`src/rtl/mem_port_arbiter.sv`:
```
// Shares one single-port memory between the core (port 0, priority) and the loader (port 1).
// One transaction at a time: IDLE sample, LAT ACCESS cycles, one DONE cycle with a per-port done pulse.
module mem_port_arbiter #(
   parameter int ADDR_W     = 8,
   parameter int DATA_W     = 16,
   parameter int LAT        = 2,
   parameter int MAX_STREAK = 4
) (
   input  logic              clk,
   input  logic              rst,
   input  logic              req0,
   input  logic              we0,
   input  logic [ADDR_W-1:0] addr0,
   input  logic [DATA_W-1:0] wdata0,
   output logic              done0,
   input  logic              req1,
   input  logic              we1,
   input  logic [ADDR_W-1:0] addr1,
   input  logic [DATA_W-1:0] wdata1,
   output logic              done1,
   output logic [DATA_W-1:0] rdata,
   output logic              busy,
   output logic              mem_en,
   output logic              mem_we,
   output logic [ADDR_W-1:0] mem_addr,
   output logic [DATA_W-1:0] mem_wdata,
   input  logic [DATA_W-1:0] mem_rdata
);

   localparam int CNT_W = (LAT > 1) ? $clog2(LAT) : 1;
   localparam int STK_W = $clog2(MAX_STREAK + 1);
   localparam logic [CNT_W-1:0] LAST_CNT = CNT_W'(LAT - 1);
   localparam logic [STK_W-1:0] STK_MAX  = STK_W'(MAX_STREAK);

   typedef enum logic [1:0] {IDLE, ACCESS, DONE} state_t;

   state_t            state;
   logic              owner;
   logic              we_q;
   logic [CNT_W-1:0]  lat_cnt;
   logic [STK_W-1:0]  streak;

   logic              grant1;
   logic              win_we;
   logic [ADDR_W-1:0] win_addr;
   logic [DATA_W-1:0] win_wdata;

   // Loader wins when alone, or when the core has used up its streak while the loader waited.
   assign grant1    = req1 && (!req0 || streak == STK_MAX);
   assign win_we    = grant1 ? we1    : we0;
   assign win_addr  = grant1 ? addr1  : addr0;
   assign win_wdata = grant1 ? wdata1 : wdata0;

   always_ff @(posedge clk) begin
      if (rst) begin
         state     <= IDLE;
         owner     <= 1'b0;
         we_q      <= 1'b0;
         lat_cnt   <= '0;
         streak    <= '0;
         done0     <= 1'b0;
         done1     <= 1'b0;
         rdata     <= '0;
         busy      <= 1'b0;
         mem_en    <= 1'b0;
         mem_we    <= 1'b0;
         mem_addr  <= '0;
         mem_wdata <= '0;
      end else begin
         case (state)
            IDLE: begin
               if (!req1 || grant1)
                  streak <= '0;
               else if (streak != STK_MAX)
                  streak <= streak + STK_W'(1);
               if (req0 || req1) begin
                  owner     <= grant1;
                  we_q      <= win_we;
                  mem_addr  <= win_addr;
                  mem_wdata <= win_wdata;
                  mem_en    <= 1'b1;
                  mem_we    <= win_we;
                  busy      <= 1'b1;
                  lat_cnt   <= '0;
                  state     <= ACCESS;
               end
            end
            ACCESS: begin
               // Write strobe lives for the first access cycle only.
               mem_we  <= 1'b0;
               lat_cnt <= lat_cnt + CNT_W'(1);
               if (lat_cnt == LAST_CNT) begin
                  if (!we_q)
                     rdata <= mem_rdata;
                  mem_en <= 1'b0;
                  done0  <= ~owner;
                  done1  <= owner;
                  state  <= DONE;
               end
            end
            DONE: begin
               done0 <= 1'b0;
               done1 <= 1'b0;
               busy  <= 1'b0;
               state <= IDLE;
            end
            default: state <= IDLE;
         endcase
      end
   end

endmodule

```
`config.mk`:
```
export PLATFORM = sky130hd
export DESIGN_NAME = mem_port_arbiter
export DESIGN_NICKNAME = d
export VERILOG_FILES = /design/src/rtl/mem_port_arbiter.sv
export SDC_FILE = /design/constraint.sdc
export NUM_CORES = 1
export LEC_CHECK = 0
export CORE_MARGIN = 3
export CORE_UTILIZATION = 45
export DETAILED_ROUTE_END_ITERATION = 7
export PLACE_DENSITY = 0.89
export SLEW_MARGIN = 20
export SYNTH_ARGS = -nofsm -noshare
export SYNTH_HDL_FRONTEND = slang
export SYNTH_SLANG_ARGS = --single-unit
```
`constraint.sdc`:
```
create_clock -name clk -period 2.5 [get_ports clk]
set_clock_uncertainty 0.2 [all_clocks]
set_input_delay 0.5 -clock clk [delete_from_list [all_inputs] [get_ports clk]]
set_output_delay 0.5 -clock clk [all_outputs]
set_load 0.01 [all_outputs]
```
# ---- Word level (Yosys, flattened, before mapping)
# Index checks and enable logic that the tools add are counted.
dict set report classes {
  n_addsub 2
  mul 0
  n_div 0
  order_cmp 0
  eq_ne 6
  shift 0
  muxes 20
  n_bitwise 2
  n_reduce_logical 19
}
# operator n
set ops {}
lappend ops {{two-way mux 16 bit} 1}
lappend ops {{one-hot mux 1 bit (2 select lines)} 6}
lappend ops {{AND reduction 2 bit} 6}
lappend ops {{two-way mux 8 bit} 1}
lappend ops {{nonzero test 2 bit} 4}
lappend ops {{two-way mux 1 bit} 7}
lappend ops {{two-way mux 3 bit} 2}
lappend ops {{AND reduction 3 bit} 2}
lappend ops {{two-way mux 2 bit} 2}
lappend ops {{inequality test 2 bit (second input constant)} 2}
lappend ops {{one-hot mux 2 bit (2 select lines)} 1}
lappend ops {{adder 3 x 1 -> 3 bit (second input constant)} 1}
lappend ops {{== test 3 bit (second input constant)} 1}
lappend ops {{logical OR 1 bit} 3}
lappend ops {{inequality test 3 bit (second input constant)} 1}
lappend ops {{== test 2 x 1 -> 1 bit (second input constant)} 1}
lappend ops {{== test 2 bit (second input constant)} 1}
lappend ops {{zero test 1 bit} 2}
lappend ops {{zero test 2 bit} 1}
lappend ops {{NOT 1 bit} 2}
lappend ops {{adder 1 bit (second input constant)} 1}
lappend ops {{logical AND 1 bit} 1}
dict set report word_totals {
  register_bits 53
  latchBits 0
  mem_bits_rw 0
  rom_bits 0
  inputBits 70
  out_inout_bits 45
  elab_cells 62
  mem_count 0
}

# ---- Longest topological paths before layout
# Gate-level depths: netlist of run 1.
dict set report depth {
  word_depth 6
  depth_mapped 7
  mapped_depth_nobuf 5
}

# ---- Worst setup path after synthesis of run 1
# Ideal clock, no wire load.
dict set report synth_path {
  path_kind {in2reg}
  start {input req1}
  end {register mem_addr[0]}
  setup_ns 0.147
  arrival_time_ns 1.313
  required_ns 2.153
  slack_ns 0.840
  path_stages 6
  path_buffers 3
  cell_sequence {buf_4 > or2_1 > buf_4 > buf_6 > a21oi_1 > a311oi_2}
}
dict set report synth_via {
  elab_chain_len 2
  word_cells_on_any_way 4
  cone_classes {mux: 1; reduce/logical: 3}
}
# element line_no
set synth_rtl {}
lappend synth_rtl {{start, declared} 16} ;# input logic req1,
lappend synth_rtl {{logical AND 1 bit or logical OR 1 bit (tied branches)} {49, 76}}
lappend synth_rtl {{two-way mux 8 bit or AND reduction 2 bit (tied branches)} --}
lappend synth_rtl {{end signal, assigned} 79} ;# mem_addr <= win_addr;
lappend synth_rtl {{end, declared} 25} ;# output logic [ADDR_W-1:0] mem_addr,
# Parallel ways exist; a longest one is shown, timed or not.
# A chain may end at the register's enable or synchronous reset.

# ---- Worst setup path in the final report of run 1
dict set report layout_path {
  start {input req1}
  end {register mem_wdata[15]}
}
dict set report layout_via {
  elab_chain_len 2
  word_cells_on_any_way 4
  cone_classes {mux: 1; reduce/logical: 3}
}
# element line_no
set layout_rtl {}
lappend layout_rtl {{logical AND 1 bit or logical OR 1 bit (tied branches)} {49, 76}}
lappend layout_rtl {{two-way mux 16 bit or AND reduction 2 bit (tied branches)} --}
lappend layout_rtl {{end signal, assigned} 80} ;# mem_wdata <= win_wdata;
lappend layout_rtl {{end, declared} 26} ;# output logic [DATA_W-1:0] mem_wdata,
# Parallel ways exist; a longest one is shown, timed or not.

==> reports/qor.yml, run 1 <==
route.detailed.drc: 0
start_kind: "input port"
tightest_slew_ps: 757
fillers: 430
drv_cap: 0
synth-seq-cells: 53
die_x_um: 81.8
cts.repair.resized: 0
cts_made_buffers: 5
synth_warnings: 0
clock-root-buffer: "clkbuf_8"
io_pins: 115
start_util_pct: 48.5
drtPass1Iterations: 4
dieArea_mm2: 0.00669
coreArea_mm2: 0.00534
vias: 2575
hold_viol_final: 0
min_path_cells: 2
max_freq_mhz: 490
grt_pass1_vias: 2489
rows: 26
hp-start: "rdata[4]"
hold_buffers: 0
crit_slowest_cell: "nor2_4"
finalMaxSlewViolations: 0
drtAntennaViolNets: 0
die_h_um: 81.8
synth_top_flop_cell: "dfxtp_1"
path_class: "in -> reg"
regToRegSetupSlack_ps: 460
synth_cells: 292
cts_tree: "done"
drive_above_1_share_pct: 12.4
hold_end: "rdata[4]"
syn_avg_cell_area_um2: 8.85
grt_max_degree: 27
p_per_area_mw_per_mm2: 509
grtUsageTotal_pct: 21.5
r2r_end: "mem_wdata[15]"
synth_nets: 364
hold_class: "reg -> reg"
cp_num_buf_inv: 1
clockBufferDepth: 2
required_ps: 2440
period_share_pct: 81.7
netlist-cell-type-count: 37
diodes: 0
overflow: 0
via_per_inst: 5.55
fin_nets: 465
drtIter0Drc: 156
outcome: "complete, no violations"
cts_sinks: 53
critical-path-top-delay-family: "simple AND/OR/NAND/NOR gates"
seq_area_frac_synth_pct: 41.0
finalCriticalPeriod_ps: 2040
crit_arrival_ps: 1980
critical_path_peak_fanout: 25
reg2regPathDepth: 3
gp_congestion: 0.780
cts.htree.levels: 2
wl_per_cell_um: 15.2
clk_pin_slew_ps: 90
slew_headroom_pct: 49.4
final_util_pct: 70.8
post_cts_buffers: 0
grt_setup_unrepaired: "no"
setup_viol: 0
endpoint_kind: "register"
vdd_drop_max_v: 0.000292
synth_edf_count: 0
p_leak_nw: 1.27
async_flop_share_pct: 0
hpwl_um: 5160
grt_pass1_wl_um: 11400
crit_chain: "clkdlybuf4s50_1 > nor2_1 > nor2_4 > a311oi_2"
rr_startpoint: "state[0]"
totalWireLength_um: 7030
antenna_found_initial: 0
clock_latency_ps: 300
portBuffers: 114
synthToLayoutAreaGrowth_pct: 46.1
critical-path-max-stage-delay_ps: 610
setup-tns-final_ps: 0
syn-cell-area_mm2: 0.00258
logic make-up after synthesis:
family / share of synthesized area [%]
flip-flops: 41.0
AND/OR/NAND/NOR: 15.9
buffers and inverters: 9.53
AO/OA/AOI/OAI: 32.5
adder cells (fa/ha/maj): 0.968
synth_stat cells, types with 2 or more instances:
cell type / count / area, um^2
buf_4: 7 / 52.6
o21ai_0: 22 / 110
a311oi_2: 18 / 270
nor2b_1: 3 / 18.8
o211ai_1: 4 / 30.0
nand2b_1: 2 / 12.5
clkbuf_1: 6 / 22.5
nor2_1: 2 / 7.51
dfxtp_1: 53 / 1060
nand3_1: 27 / 135
inv_1: 4 / 15.0
o21ai_2: 6 / 52.6
buf_6: 6 / 67.6
a311oi_1: 7 / 61.3
nand2_1: 37 / 139
ha_1: 2 / 25.0
or2_1: 2 / 12.5
nor3_1: 2 / 10.0
a21o_1: 2 / 15.0
nand4_1: 3 / 18.8
buf_2: 12 / 60.1
a21oi_1: 50 / 250
worst max path at each step:
| stage | from | slack (ps) | to | cells after the start |
|---|---|---|---|---|
| 6_report | req1 | 460 | mem_wdata[15] | 4 |
| 5_1_grt | state[0] | 270 | mem_wdata[0] | 3 |
| 4_1_cts | state[0] | 440 | mem_wdata[15] | 3 |
| 3_5_place_dp | req1 | 120 | mem_wdata[15] | 4 |
| 3_3_place_gp | req1 | 180 | mem_wdata[14] | 4 |
| 2_1_floorplan | req1 | 840 | mem_addr[0] | 6 |
state kept, by name (all words and copies together) (netlist names), 2 cells and up:
signal     count
mem_wdata     16
rdata         16
mem_addr       8
state          2
streak         3
cells in the final DEF (no fill, tap or decap), drive strengths merged, types with 2 or more instances in the layout:
cell             n
or2              2
buf             14
nor2             3
clkbuf           6
ha               2
clkinv           2
nand4            3
a311oi          25
o21ai           29
a21o             2
nor2b            3
dfxtp           53
nand2           37
nand3           27
inv              5
clkdlybuf4s50  113
o211ai           4
nor3             2
nand2b           2
a21oi           50
through the flow:
stage                     cell area (um^2)  setup slack, ps  power (W)  instances  hold slack, ps
after floorplan                       2580              840    0.00123        292             249
after global placement                3690              178    0.00147        456             242
after detailed placement              3690              118    0.00148        456             248
after CTS                             3780              439    0.00194        464             260
after global routing                  3780              270    0.00203        464             284
final                                 3780              459    0.00192        464             257
final cells by class:
class                           count  area (um^2)  area share [%]
Clock buffer                        6         72.6            1.92
Clock inverter                      2         10.0           0.265
Inverter                            5         18.8           0.497
Multi-Input combinational cell    201         1280            33.9
Sequential cell                    53         1060            28.1
Tap cell                           70         87.6            2.32
Timing Repair Buffer              127         1250            33.0
worst min-delay path, cell delays in order (launching register included):
cell and delay, ps:
dfxtp_1 310, nand2_1 50, a21oi_1 50
metal layers:
metal | vias to the layer above | GRT usage [%] | routed length [um]
met3 | 10 | 8.33 | 770
met4 | 0 | 4.98 | 74
met1 | 1183 | 25.2 | 2820
met5 | - | 0 | 0
met2 | 117 | 37.1 | 3370
li1 | 1265 | - | -
power breakdown:
part           total, W  internal [W]  switching [W]
Combinational  0.000514      0.000283       0.000231
Sequential     0.000948      0.000906      0.0000421
Clock          0.000462      0.000195       0.000267
Note: power is estimated with default switching activity, not from simulation.
==> inputs of run 2 (changes only) <==
--- a/config.mk
+++ b/config.mk
@@ -6,9 +6,9 @@
 export NUM_CORES = 1
 export LEC_CHECK = 0
 export CORE_MARGIN = 3
-export CORE_UTILIZATION = 45
+export CORE_UTILIZATION = 42
 export DETAILED_ROUTE_END_ITERATION = 7
-export PLACE_DENSITY = 0.89
+export PLACE_DENSITY = 0.84
 export SLEW_MARGIN = 20
 export SYNTH_ARGS = -nofsm -noshare
 export SYNTH_HDL_FRONTEND = slang
==> constraint.sdc (replaced) <==
create_clock -name clk -period 1.9 [get_ports clk]
set_clock_uncertainty 0.2 [all_clocks]
set_input_delay 0.38 -clock clk [delete_from_list [all_inputs] [get_ports clk]]
set_output_delay 0.38 -clock clk [all_outputs]
set_load 0.01 [all_outputs]
==> reports/qor.yml, run 2 (synthesis gave the netlist of run 1 again) <==
route.detailed.drc: 0  # unchanged
outcome: "complete, no violations"
vias: 2630  # +2.1%
drv_cap: 0  # unchanged
fillers: 464  # +7.9%
drive_above_1_share_pct: 14.4  # +2.0 points
drtAntennaViolNets: 0  # unchanged
seqCellArea_mm2: 0.00106  # unchanged
place_ws_ps: -343  # -460 ps
crit_slowest_cell: "clkdlybuf4s50_1"
clock_latency_ps: 310  # about the same
synthToLayoutAreaGrowth_pct: 51.5
cts_tree: "done"
grtUsageTotal_pct: 20.6  # -0.90 points
rows: 27  # +3.8%
gp_congestion: 0.768  # -1.5%
tightest_slew_ps: 492  # -265 ps
clockBufferDepth: 2  # unchanged
die_x_um: 84.5  # +3.3%
final_cell_mix: "clkdlybuf4s50_1 (113), dfxtp_1 (53), a21oi_1 (50), nand2_1 (37), nand3_1 (27)"
total_power_w: 0.00260  # +35%
critical-path-top-delay-family: "buffers and inverters"
hpwl_um: 5540  # +7.4%
clk_pin_slew_ps: 90  # about the same
die_h_um: 84.5  # +3.3%
hold_viol_final: 0  # unchanged
overflow: 0  # unchanged
drtIter0Drc: 121  # -22%
vdd_drop_max_v: 0.000586  # +100%
io_pins: 115  # unchanged
crit_chain: "clkdlybuf4s50_1"
diodes: 0  # unchanged
finalCriticalPeriod_ps: 1800
grt_pass1_vias: 2523  # +1.4%
wl_per_cell_um: 16.1  # +6.5%
grt_max_degree: 31  # +15%
via_per_inst: 5.54  # -0.23%
period_share_pct: 94.9
layout_commonest_cell: "clkdlybuf4s50_1"
post_cts_buffers: 0  # unchanged
slew_headroom_pct: 67.1  # +18 points
critical-path-max-stage-delay_ps: 550  # -60 ps
setup_viol: 0  # unchanged
portBuffers: 114  # unchanged
multiInputGateArea_mm2: 0.00129  # +0.88%
place_area_mm2: 0.00382  # +3.4%
cts_sinks: 53  # unchanged
grt_pass1_wl_um: 12200  # +7.5%
crit_arrival_ps: 1220  # -760 ps
cts_made_buffers: 5  # unchanged
design_area_mm2: 0.00392  # +3.7%
start_kind: "register"
coreArea_mm2: 0.00574  # +7.6%
grt_setup_unrepaired: "no"
start_util_pct: 45.0  # -3.4 points
cts.htree.levels: 2  # unchanged
reg_top3: "mem_wdata x16, rdata x16, mem_addr x8"
drtPass1Iterations: 4  # unchanged
endpoint_kind: "primary output"
clock-root-buffer: "clkbuf_8"
finalMaxSlewViolations: 0  # unchanged
antenna_found_initial: 0  # unchanged
fin_nets: 474  # +1.9%
max_freq_mhz: 555
setup_ws_ps: 97.4  # -361 ps
totalWireLength_um: 7670  # +9.1%
dieArea_mm2: 0.00713  # +6.6%
required_ps: 1320  # -1120 ps
p_per_area_mw_per_mm2: 663  # +30%
cp_num_buf_inv: 1  # unchanged
p_leak_nw: 1.33  # +4.7%
critical_path_peak_fanout: 2  # -92%
hold_class: "reg -> reg"
path_class: "reg -> out"
## run 2: cell types whose count changed in the layout (fill, tap and decap cells not counted), sizes merged
cell      before  now
clkinvlp       0    2
clkinv         2    0
buf           14   22
nor2           3    4
## run 2: report_power, final
part	switching, W	internal (W)	total (W)	leakage [nW]
combinational	0.000323	0.000403	0.000725	0.855
sequential	0.0000481	0.00119	0.00124	0.435
clock	0.000370	0.000260	0.000630	0.0374
## run 2: cell type report
type	count	share of cell area (%)
repair buffers	135	34.9
multi-input cells	202	33.0
flip-flops and latches	53	27.1
well taps	72	2.30
clock buffers	6	1.85
inverters	5	0.479
clock inverters	2	0.383
## run 2: metrics by stage
| stage | instances | setup TNS [ps] | hold WS (ps) | utilization (%) |
|---|---|---|---|---|
| floorplan | 292 | 0 | 249 | - |
| global placement | 466 | -7720 | 242 | 66.5 |
| detailed placement | 466 | -8250 | 248 | 66.5 |
| CTS | 474 | 0 | 261 | 68.0 |
| global route | 475 | 0 | 282 | 68.2 |
| finish | 475 | 0 | 261 | 68.2 |
## run 2: worst paths after layout
path,slack (ps),start,cells past startpoint,end
setup / recovery,100,mem_addr[7],1,mem_addr[7]
hold reg to reg,260,rdata[7],2,rdata[7]
setup reg to reg,150,streak[0],6,mem_wdata[14]
hold / removal,260,rdata[7],2,rdata[7]
## run 2: layer usage
metal / vias up / GRT usage (%) / share of wire (%) / wire length (um)
li1: 1288 / - / - / -
met1: 1242 / 25.4 / 41 / 3150
met2: 95 / 37.1 / 51 / 3920
met3: 5 / 5.20 / 7.2 / 555
met4: 0 / 3.02 / 0.57 / 44
met5: - / 0 / 0 / 0
## run 2: timing repair
item,4_1_cts,5_1_grt
setup endpoints to repair,7,25
gates resized for setup,0,1
cloned,0,1
hold buffers,0,0
pin swaps,1,3
